===== config.mk =====
export PLATFORM = sky130hd
export DESIGN_NAME = sd_block_sequencer
export DESIGN_NICKNAME = d
export VERILOG_FILES = /design/src/rtl/sd_block_sequencer.sv
export SDC_FILE = /design/constraint.sdc
export NUM_CORES = 1
export LEC_CHECK = 0
export ABC_AREA = 0
export CORE_MARGIN = 10
export CORE_UTILIZATION = 30
export CTS_BUF_LIST = sky130_fd_sc_hd__clkbuf_8
export DETAILED_ROUTE_END_ITERATION = 16
export PLACE_DENSITY = 0.54
export SLEW_MARGIN = 20
export SYNTH_ARGS = -nofsm -noshare
export SYNTH_HDL_FRONTEND = slang
export SYNTH_SLANG_ARGS = --single-unit
export TNS_END_PERCENT = 1

===== constraint.sdc =====
create_clock -name clk_25mhz -period 3.45 [get_ports clk_25mhz]
set_clock_uncertainty 0.15 [all_clocks]
set_input_delay 0.69 -clock clk_25mhz [delete_from_list [all_inputs] [get_ports clk_25mhz]]
set_output_delay 0.69 -clock clk_25mhz [all_outputs]
set_load 0.05 [all_outputs]

===== src/rtl/sd_block_sequencer.sv =====
// Multi-sector SD burst sequencer: stages host write bytes through a small FIFO,
// streams read bytes out, and walks sd_controller through CMD_COUNT sectors.
module sd_block_sequencer #(
  parameter int BLOCK_BYTES = 512,
  parameter int ADDR_STEP   = 512,
  parameter int CNT_W       = 16,
  parameter int FIFO_DEPTH  = 16,
  parameter int TIMEOUT_CYC = 2500000
) (
  input  logic             clk_25mhz,
  input  logic             rst,
  input  logic             cmd_start,
  input  logic             cmd_write,
  input  logic [31:0]      cmd_lba,
  input  logic [CNT_W-1:0] cmd_count,
  input  logic [7:0]       wr_data,
  input  logic             wr_valid,
  output logic             wr_ready,
  output logic [7:0]       rd_data,
  output logic             rd_valid,
  output logic             busy,
  output logic             done,
  output logic [1:0]       error,
  output logic [CNT_W-1:0] sectors_done,
  output logic             sd_rd,
  output logic             sd_wr,
  output logic [7:0]       sd_din,
  output logic [31:0]      sd_address,
  input  logic [7:0]       sd_dout,
  input  logic             sd_byte_avail,
  input  logic             sd_ready,
  input  logic             sd_rfnb
);

  localparam int PTR_W = $clog2(FIFO_DEPTH);
  localparam int BC_W  = $clog2(BLOCK_BYTES + 1);
  localparam int TMO_W = $clog2(TIMEOUT_CYC + 1);

  localparam logic [PTR_W:0]   FULL_CNT = (PTR_W + 1)'(FIFO_DEPTH);
  localparam logic [PTR_W:0]   CNT_ONE  = (PTR_W + 1)'(1);
  localparam logic [PTR_W-1:0] PTR_ONE  = PTR_W'(1);
  localparam logic [BC_W-1:0]  BLK_CNT  = BC_W'(BLOCK_BYTES);
  localparam logic [BC_W-1:0]  BC_ONE   = BC_W'(1);
  localparam logic [TMO_W-1:0] TMO_LIM  = TMO_W'(TIMEOUT_CYC);
  localparam logic [TMO_W-1:0] TMO_ONE  = TMO_W'(1);
  localparam logic [CNT_W-1:0] SEC_ONE  = CNT_W'(1);
  localparam logic [31:0]      ADDR_INC = 32'(ADDR_STEP);

  localparam logic [1:0] ERR_NONE     = 2'd0;
  localparam logic [1:0] ERR_TIMEOUT  = 2'd1;
  localparam logic [1:0] ERR_UNDERRUN = 2'd2;

  typedef enum logic [2:0] {
    IDLE  = 3'd0,
    ARM   = 3'd1,
    ISSUE = 3'd2,
    XFER  = 3'd3,
    NEXT  = 3'd4,
    FIN   = 3'd5
  } state_t;

  state_t             state;
  logic [7:0]         fifo_mem [FIFO_DEPTH];
  logic [PTR_W-1:0]   wr_ptr;
  logic [PTR_W-1:0]   rd_ptr;
  logic [PTR_W:0]     fifo_cnt;
  logic [PTR_W:0]     fifo_cnt_next;
  logic               is_write;
  logic [31:0]        cur_addr;
  logic [CNT_W-1:0]   count;
  logic [BC_W-1:0]    byte_cnt;
  logic [TMO_W-1:0]   tmo_cnt;
  logic               avail_q;
  logic               rfnb_q;
  logic               avail_rise;
  logic               rfnb_rise;
  logic               rd_byte;
  logic               wr_req;
  logic               push;
  logic               pop;
  logic               tmo_hit;

  assign avail_rise = sd_byte_avail & ~avail_q;
  assign rfnb_rise  = sd_rfnb & ~rfnb_q;
  assign rd_byte    = (state == XFER) && !is_write && !sd_ready && avail_rise;
  assign wr_req     = (state == XFER) && is_write && !sd_ready && rfnb_rise;
  assign push       = wr_valid & wr_ready;
  assign pop        = wr_req && (fifo_cnt != '0);
  assign tmo_hit    = (tmo_cnt == TMO_LIM);

  always_comb begin
    fifo_cnt_next = fifo_cnt;
    case ({push, pop})
      2'b10:   fifo_cnt_next = fifo_cnt + CNT_ONE;
      2'b01:   fifo_cnt_next = fifo_cnt - CNT_ONE;
      default: fifo_cnt_next = fifo_cnt;
    endcase
  end

  always_ff @(posedge clk_25mhz) begin
    if (push) fifo_mem[wr_ptr] <= wr_data;
  end

  // wr_ready is derived from the next count so it is exact on the cycle it is seen
  always_ff @(posedge clk_25mhz) begin
    if (rst) begin
      wr_ptr   <= '0;
      rd_ptr   <= '0;
      fifo_cnt <= '0;
      wr_ready <= 1'b1;
    end else begin
      if (push) wr_ptr <= wr_ptr + PTR_ONE;
      if (pop)  rd_ptr <= rd_ptr + PTR_ONE;
      fifo_cnt <= fifo_cnt_next;
      wr_ready <= (fifo_cnt_next != FULL_CNT);
    end
  end

  always_ff @(posedge clk_25mhz) begin
    if (rst) begin
      state        <= IDLE;
      busy         <= 1'b0;
      done         <= 1'b0;
      error        <= ERR_NONE;
      sectors_done <= '0;
      sd_rd        <= 1'b0;
      sd_wr        <= 1'b0;
      sd_din       <= 8'h00;
      sd_address   <= 32'h0;
      rd_data      <= 8'h00;
      rd_valid     <= 1'b0;
      is_write     <= 1'b0;
      cur_addr     <= 32'h0;
      count        <= '0;
      byte_cnt     <= '0;
      tmo_cnt      <= '0;
      avail_q      <= 1'b0;
      rfnb_q       <= 1'b0;
    end else begin
      avail_q  <= sd_byte_avail;
      rfnb_q   <= sd_rfnb;
      done     <= 1'b0;
      rd_valid <= 1'b0;
      case (state)
        IDLE: begin
          tmo_cnt <= '0;
          if (cmd_start) begin
            is_write     <= cmd_write;
            // cmd_lba is a sector index; ADDR_STEP scales it to the card's address unit
            cur_addr     <= cmd_lba * ADDR_INC;
            count        <= cmd_count;
            error        <= ERR_NONE;
            sectors_done <= '0;
            byte_cnt     <= '0;
            busy         <= 1'b1;
            state        <= (cmd_count == '0) ? FIN : ARM;
          end
        end
        ARM: begin
          if (sd_ready && (!is_write || fifo_cnt != '0)) begin
            sd_address <= cur_addr;
            sd_rd      <= ~is_write;
            sd_wr      <= is_write;
            tmo_cnt    <= '0;
            state      <= ISSUE;
          end else if (tmo_hit) begin
            error   <= ERR_TIMEOUT;
            tmo_cnt <= '0;
            state   <= FIN;
          end else begin
            tmo_cnt <= tmo_cnt + TMO_ONE;
          end
        end
        ISSUE: begin
          if (!sd_ready) begin
            sd_rd   <= 1'b0;
            sd_wr   <= 1'b0;
            tmo_cnt <= '0;
            state   <= XFER;
          end else if (tmo_hit) begin
            sd_rd   <= 1'b0;
            sd_wr   <= 1'b0;
            error   <= ERR_TIMEOUT;
            tmo_cnt <= '0;
            state   <= FIN;
          end else begin
            tmo_cnt <= tmo_cnt + TMO_ONE;
          end
        end
        XFER: begin
          if (sd_ready) begin
            tmo_cnt <= '0;
            // A read sector that ends early is reported as a timeout-class failure
            if (!is_write && byte_cnt != BLK_CNT) begin
              error <= ERR_TIMEOUT;
              state <= FIN;
            end else begin
              state <= NEXT;
            end
          end else if (rd_byte) begin
            rd_data  <= sd_dout;
            rd_valid <= 1'b1;
            tmo_cnt  <= '0;
            if (byte_cnt != BLK_CNT) byte_cnt <= byte_cnt + BC_ONE;
          end else if (wr_req) begin
            tmo_cnt <= '0;
            if (byte_cnt != BLK_CNT) byte_cnt <= byte_cnt + BC_ONE;
            if (fifo_cnt != '0) begin
              sd_din <= fifo_mem[rd_ptr];
            end else begin
              sd_din <= 8'hFF;
              error  <= ERR_UNDERRUN;
            end
          end else if (tmo_hit) begin
            error   <= ERR_TIMEOUT;
            tmo_cnt <= '0;
            state   <= FIN;
          end else begin
            tmo_cnt <= tmo_cnt + TMO_ONE;
          end
        end
        NEXT: begin
          sectors_done <= sectors_done + SEC_ONE;
          byte_cnt     <= '0;
          cur_addr     <= cur_addr + ADDR_INC;
          tmo_cnt      <= '0;
          // An underrun lets the current sector finish but stops the burst there
          if ((sectors_done + SEC_ONE) == count || error != ERR_NONE) begin
            state <= FIN;
          end else begin
            state <= ARM;
          end
        end
        FIN: begin
          done    <= 1'b1;
          busy    <= 1'b0;
          tmo_cnt <= '0;
          state   <= IDLE;
        end
        default: begin
          state <= IDLE;
        end
      endcase
    end
  end

endmodule


# Word-level counts from Yosys, hierarchy flattened

Memories as Yosys holds them, arrays and structs flattened. A register that Yosys moved wholly into a read port is not among the register bits.
Index checks and enable logic that the tools add are counted.
W data, S select, Z words.

Register bits: 171
Memory bits (writable): 128
Memories: 1

Add/subtract/negate cells: 8
Equality and inequality tests: 22
Multiplexer cells: 54
Bitwise operators: 9
Reduce and logical (&&, ||, !) cells: 35

Memories:

| memory   | depth | bits a word | rd ports | clocked after Yosys merged registers in | write ports | line | RTL |
|---|---|---|---|---|---|---|---|
| fifo_mem | 16    | 8           | 1        | 1                                       | 1           | 63   | `logic [7:0] fifo_mem [FIFO_DEPTH];` |

Operators by type and width:

| cell                     | count |
|---|---|
| $mux W22                 | 6 |
| $pmux W22 S4             | 1 |
| $pmux W32 S2             | 1 |
| $mux W10                 | 5 |
| $add A32 B10 Y32 const B | 1 |
| $mux W32                 | 1 |
| $pmux W16 S2             | 1 |
| $pmux W10 S3             | 1 |
| $mux W3                  | 9 |
| $add A22 B1 Y22 const B  | 1 |
| $eq A22 B22 Y1 const B   | 1 |
| $mux W2                  | 9 |
| $add A16 B1 Y16 const B  | 1 |
| $eq A16 B16 Y1           | 1 |
| $logic_not A16 Y1        | 1 |
| $mux W16                 | 1 |
| $pmux W3 S5              | 1 |
| $ne A3 B3 Y1 const B     | 4 |
| $add A10 B1 Y10 const B  | 1 |
| $mux W1                  | 10 |
| $ne A10 B10 Y1 const B   | 1 |
| $ne A2 B2 Y1 const B     | 5 |
| $pmux W5 S2              | 1 |
| $logic_and A1 B1 Y1      | 9 |
| 29 further kinds         | 55 |

# Longest topological paths before layout

Word-level depth: 8
Mapped depth: 13
Mapped depth without buffers: 11

# Worst setup path before layout

OpenSTA, ideal clock, no wires.

Kind: input to register
From: in sd_ready
To: reg wr_ready
Library setup time: 0.074 ns
Data arrival time: 3.218 ns
Required time: 3.226 ns
Path slack: 0.007 ns
Stages on the path: 12
Path through: clkbuf_1 and4bb_2 nand2_1 or3_1 xnor2_1 ha_1 a21oi_1 nand2_1 or3_1 a31oi_1 mux2_2 o21ai_0

Longest elaborated chain between the ends: 7
Elaborated cells on any way between the ends: 8
Those cells by class: eq/ne: 3; mux: 1; reduce/logical: 4

RTL lines:

| item                                         | line | RTL |
|---|---|---|
| start, declared                              | 31   | `input logic sd_ready,` |
| $logic_not A1 Y1 *                           | --   |  |
| $logic_and A1 B1 Y1 * (2 in series)          | 86   | `assign wr_req = (state == XFER) && is_write && !sd_ready && rfnb_rise;` |
| $logic_and A1 B1 Y1 *                        | 88   | `assign pop = wr_req && (fifo_cnt != '0);` |
| $eq A2 B1 Y1 or $eq A2 B2 Y1 (tied branches) | 93   | `case ({push, pop})` |
| $pmux W5 S2 *                                | 93   |  |
| $ne A5 B5 Y1 *                               | 115  | `wr_ready <= (fifo_cnt_next != FULL_CNT);` |
| end signal, assigned                         | 115  |  |
| end, declared                                | 18   | `output logic wr_ready,` |

Every way passes the cells marked *; elsewhere a longest branch is shown, timed or not.
A chain may end at the register's enable or synchronous reset.

# Worst setup path after layout

Ends and elaborated chain as after synthesis.

==> flow_summary.html <==
<table>
<tr><th>Metric</th><th>Value</th></tr>
<tr><th colspan="2">Clock tree</th></tr>
<tr><td>Clock transition at the register clock pins on the worst setup and hold paths after CTS</td><td>60 ps</td></tr>
<tr><td>TritonCTS Buffers</td><td>52</td></tr>
<tr><td>Post-cts hold buffer count</td><td>0</td></tr>
<tr><td>Root buffer selected by CTS</td><td>sky130_fd_sc_hd__clkbuf_8</td></tr>
<tr><td>Number of cells upsized or downsized after cts</td><td>0</td></tr>
<tr><td>Number of setup buffers added after CTS</td><td>0</td></tr>
<tr><td>Worst-skew pair later-pin latency</td><td>620 ps</td></tr>
<tr><td>Clock H-tree levels</td><td>2</td></tr>
<tr><td>Clk sink count</td><td>285</td></tr>
<tr><td>Number of buffers on the longest clock path</td><td>3</td></tr>
<tr><td>CTS tree</td><td>built</td></tr>
<tr><th colspan="2">Place</th></tr>
<tr><td>Placer Congestion</td><td>0.795</td></tr>
<tr><td>Post-placement setup slack</td><td>-249 ps</td></tr>
<tr><td>HPWL after detailed placement</td><td>between 20 and 25 mm</td></tr>
<tr><td>Post-Place Cell Area</td><td>14800 um2</td></tr>
<tr><td>Total instance count after detailed placement</td><td>between 1500 and 2000</td></tr>
<tr><td>Buffers added on ports</td><td>roughly 130</td></tr>
<tr><th colspan="2">Run</th></tr>
<tr><td>Count of maximum capacitance violations</td><td>0</td></tr>
<tr><th colspan="2">Power</th></tr>
<tr><td>Total design power</td><td>0.00743 W</td></tr>
<tr><td>Internal Pwr Total</td><td>0.00560 W</td></tr>
<tr><td>Switch share</td><td>24.7%</td></tr>
<tr><td>Fraction of power consumed by sequential logic</td><td>49.2%</td></tr>
<tr><td>Worst vdd ir</td><td>around 0.28 mV</td></tr>
<tr><td>Clock power share</td><td>43.5%</td></tr>
<tr><td>Power per Cell Area</td><td>469 nW/um2</td></tr>
<tr><td>Net switching component of the power</td><td>0.00183 W</td></tr>
<tr><td>Leakage</td><td>5.23 nW</td></tr>
<tr><td>Part of the power in combinational logic</td><td>7.3%</td></tr>
<tr><th colspan="2">Timing</th></tr>
<tr><td>Sum of negative setup slack</td><td>0 ps</td></tr>
<tr><td>Actual slew at the worst max-slew pin</td><td>964 ps</td></tr>
<tr><td>Final setup viols</td><td>0</td></tr>
<tr><td>Post-layout minimum cycle time</td><td>between 3000 and 4000 ps</td></tr>
<tr><td>Setup ws final</td><td>334 ps</td></tr>
<tr><td>Period utilization</td><td>between 90% and 100%</td></tr>
<tr><td>Max-slew violations</td><td>0</td></tr>
<tr><td>Fin. Hold Viols</td><td>0</td></tr>
<tr><td>Peak Freq</td><td>approximately 0.32 GHz</td></tr>
<tr><td>Unrepaired setup endpoints after global routing</td><td>no</td></tr>
<tr><td>Worst-case headroom to the max-slew limit</td><td>35.2%</td></tr>
<tr><th colspan="2">Synth</th></tr>
<tr><td>Mapped Avg Cell Area</td><td>10.7 um2</td></tr>
<tr><td>Syn Inst Count</td><td>1198</td></tr>
<tr><td>Cell with the most instances after synthesis</td><td>sky130_fd_sc_hd__dfxtp_1</td></tr>
<tr><td>Flip-flop and latch count after synthesis</td><td>285</td></tr>
<tr><td>Main flop type after synthesis</td><td>sky130_fd_sc_hd__dfxtp_1</td></tr>
<tr><td>Number of enable flip-flop cells after synthesis</td><td>between 100 and 150</td></tr>
<tr><td>Top post-synthesis cells by count</td><td>sky130_fd_sc_hd__dfxtp_1 (157), sky130_fd_sc_hd__nor2_1 (150), sky130_fd_sc_hd__edfxtp_1 (128)</td></tr>
<tr><td>Cell Area, Synth</td><td>roughly 13000 um2</td></tr>
<tr><td>Top cell type's share of synthesized area</td><td>between 30% and 40%</td></tr>
<tr><td>Share of flip-flops with an asynchronous set or reset after synthesis</td><td>0%</td></tr>
<tr><td>Yosys Warn Count</td><td>0</td></tr>
<tr><td>Post-synthesis sequential area ratio</td><td>54.6%</td></tr>
<tr><td>Cell type with the highest aggregate area in the netlist</td><td>sky130_fd_sc_hd__edfxtp_1</td></tr>
<tr><td>Count of unique library cells instantiated by Yosys</td><td>78</td></tr>
<tr><td>Dominant cells by area after synthesis</td><td>sky130_fd_sc_hd__edfxtp_1 (30%), sky130_fd_sc_hd__dfxtp_1 (25%), sky130_fd_sc_hd__mux4_2 (7.0%), sky130_fd_sc_hd__nor2_1 (4.4%), sky130_fd_sc_hd__nand2_1 (3.3%)</td></tr>
<tr><th colspan="2">Final layout</th></tr>
<tr><td>Number of diodes</td><td>0</td></tr>
<tr><td>Fraction of final layout cells with drive strength greater than 1</td><td>14.6%</td></tr>
<tr><td>Final cell area excluding filler cells</td><td>15800 um2</td></tr>
<tr><td>Number of cells in the finished layout apart from fillers</td><td>1928</td></tr>
<tr><td>Net count of the finished layout</td><td>1431</td></tr>
<tr><td>Area growth from synthesis to layout</td><td>23.8%</td></tr>
<tr><td>FILL cells</td><td>~4200</td></tr>
<tr><th colspan="2">Drt</th></tr>
<tr><td>Number of DRC markers in iteration 0</td><td>488</td></tr>
<tr><td>Detailed-router iteration count before antenna repair</td><td>5</td></tr>
<tr><td>DRC viols</td><td>0</td></tr>
<tr><td>Count of vias placed by the detailed router</td><td>~9600</td></tr>
<tr><td>Wirelength, routed</td><td>34.5 mm</td></tr>
<tr><td>Routed Antenna Nets</td><td>0</td></tr>
<tr><td>Detail-routed net length per standard cell</td><td>about 18 um</td></tr>
<tr><td>Routed vias/inst</td><td>4.96</td></tr>
<tr><th colspan="2">Global routing</th></tr>
<tr><td>Largest net degree at the start of global routing</td><td>between 50 and 60</td></tr>
<tr><td>Via count of the first global-routing pass</td><td>9446</td></tr>
<tr><td>Global-route wire length before repair</td><td>between 50 and 60 mm</td></tr>
<tr><td>Total global routing overflow</td><td>0</td></tr>
<tr><td>Total track usage</td><td>13.3%</td></tr>
<tr><td>Initial antenna violation count</td><td>0</td></tr>
<tr><th colspan="2">Floorplan</th></tr>
<tr><td>Number of I/O pins</td><td>144</td></tr>
<tr><td>Die Footprint</td><td>~50000 um2</td></tr>
<tr><td>Vertical die dimension</td><td>227 um</td></tr>
<tr><td>Die Wd</td><td>approximately 230 um</td></tr>
<tr><td>Core box area</td><td>between 40000 and 50000 um2</td></tr>
<tr><td>Starting utilization of the core area</td><td>30.4%</td></tr>
<tr><td>Num rows</td><td>75</td></tr>
<tr><th colspan="2">Worst setup path</th></tr>
<tr><td>Nature of the critical path endpoint</td><td>register</td></tr>
<tr><td>Slack of the worst reg-to-reg path</td><td>410 ps</td></tr>
<tr><td>Required arrival time at the worst endpoint</td><td>3840 ps</td></tr>
<tr><td>FF-to-FF Start</td><td>fifo_cnt[1]</td></tr>
<tr><td>Worst Path Class, Setup</td><td>in -&gt; reg</td></tr>
<tr><td>Critical path fanouts, max</td><td>2</td></tr>
<tr><td>CP arrival</td><td>3510 ps</td></tr>
<tr><td>Depth of the worst register-to-register path</td><td>11</td></tr>
<tr><td>RR Endpoint</td><td>wr_ready</td></tr>
<tr><td>Type of element launching the critical path</td><td>input port</td></tr>
<tr><th colspan="2">Min path</th></tr>
<tr><td>Hold depth</td><td>2</td></tr>
<tr><td>Hold WC Path Type</td><td>reg -&gt; reg</td></tr>
<tr><td>Worst Hold Path EP</td><td>rd_data[0]</td></tr>
<tr><td>Launch point of the worst hold path</td><td>rd_data[0]</td></tr>
<tr><th colspan="2">Run status</th></tr>
<tr><td>Result of the run</td><td>complete, no violations</td></tr>
</table>
## sequential cells by signal, indices dropped and copies added (netlist names), 4 cells and up, named ones only
signal	flops
sd_address	23
rd_data	8
fifo_cnt	5
wr_ptr	4
tmo_cnt	22
rd_ptr	4
sectors_done	16
fifo_mem	128
byte_cnt	10
sd_din	8
cur_addr	23
count	16
## cells in the final DEF, fill, tap and decap left out, types with 4 or more instances in the layout
master / instances
sky130_fd_sc_hd__o31ai_1: 4
sky130_fd_sc_hd__and3_1: 5
sky130_fd_sc_hd__mux2i_1: 28
sky130_fd_sc_hd__clkdlybuf4s50_1: 124
sky130_fd_sc_hd__ha_1: 13
sky130_fd_sc_hd__or3_1: 18
sky130_fd_sc_hd__a22oi_1: 5
sky130_fd_sc_hd__and2_1: 11
sky130_fd_sc_hd__nor4_1: 21
sky130_fd_sc_hd__nor2_1: 149
sky130_fd_sc_hd__edfxtp_1: 128
sky130_fd_sc_hd__xnor2_1: 30
sky130_fd_sc_hd__nand3_1: 40
sky130_fd_sc_hd__mux4_2: 40
sky130_fd_sc_hd__inv_1: 31
sky130_fd_sc_hd__and4_1: 4
sky130_fd_sc_hd__clkinv_2: 14
sky130_fd_sc_hd__buf_4: 50
sky130_fd_sc_hd__o21ai_0: 38
sky130_fd_sc_hd__nor2b_1: 6
sky130_fd_sc_hd__nor3_1: 43
sky130_fd_sc_hd__a31oi_1: 15
sky130_fd_sc_hd__nand2b_1: 8
sky130_fd_sc_hd__nand2_1: 112
sky130_fd_sc_hd__a211oi_1: 9
sky130_fd_sc_hd__nand4_1: 25
sky130_fd_sc_hd__xor2_1: 27
sky130_fd_sc_hd__conb_1: 9
sky130_fd_sc_hd__a21oi_1: 78
sky130_fd_sc_hd__clkbuf_8: 65
sky130_fd_sc_hd__dfxtp_1: 156
## critical path: stages
cell	delay, ps
sky130_fd_sc_hd__clkdlybuf4s50_1	440
sky130_fd_sc_hd__and4bb_2	330
sky130_fd_sc_hd__nand2_1	100
sky130_fd_sc_hd__or3_1	420
sky130_fd_sc_hd__xnor2_1	140
sky130_fd_sc_hd__ha_1	200
sky130_fd_sc_hd__a21oi_1	160
sky130_fd_sc_hd__nand2_1	60
sky130_fd_sc_hd__or3_1	300
sky130_fd_sc_hd__a31oi_1	230
sky130_fd_sc_hd__mux2_2	370
sky130_fd_sc_hd__o21ai_0	70
## power groups by stage
stage               Combinational, W  Clock (W)  Sequential, W
global route                0.000595    0.00350        0.00366
floorplan                   0.000307          0        0.00373
CTS                         0.000547    0.00336        0.00366
detailed placement          0.000543          0        0.00373
finish                      0.000540    0.00323        0.00366
global placement            0.000540          0        0.00373
## layout make-up
cell class	instances	area, um2	area share [%]
multi-input combinational	812	5400	34.1
timing repair buffer	175	1640	10.3
clock buffer	65	895	5.65
tap	539	674	4.26
inverter	20	75.1	0.474
sequential	285	6990	44.1
clock inverter	32	176	1.11
## how the worst max path moves through the flow
stage	from	end	slack (ps)
floorplan	sd_ready	wr_ready	7
global placement	sd_ready	wr_ready	-230
detailed placement	sd_ready	wr_ready	-250
CTS	fifo_cnt[1]	wr_ready	420
global route	sd_ready	wr_ready	170
finish	sd_ready	wr_ready	330
## cells by family (layout without fill, tap and decap cells)
kind of cell             after synthesis  count (layout)  share of synthesized area (%)
AO/OA/AOI/OAI                        187             187                           8.89
XOR/XNOR                              57              57                           3.90
adder cells (fa/ha/maj)               13              13                           1.27
buffers and inverters                109             292                           3.67
flip-flops                           285             285                           54.6
multiplexers                          71              71                           9.49
other                                  1               9                         0.0293
AND/OR/NAND/NOR                      475             475                           18.2
## layer usage
layer	part of all wire [%]	routed length [um]	GRT usage, %	up-vias
met2	47	16300	21.5	217
met1	45	15500	17.0	4635
met5	0	0	0	-
met4	2.2	765	4.72	0
li1	-	-	-	4656
met3	5.5	1900	3.20	62
## per-stage QoR
stage	util (%)	hold slack, ps
4_1_cts	37.7	308
2_1_floorplan	-	298
3_3_place_gp	35.1	293
6_report	37.7	304
3_5_place_dp	35.1	300
5_1_grt	37.7	318
No activity file was read; power rests on OpenSTA's default activity.
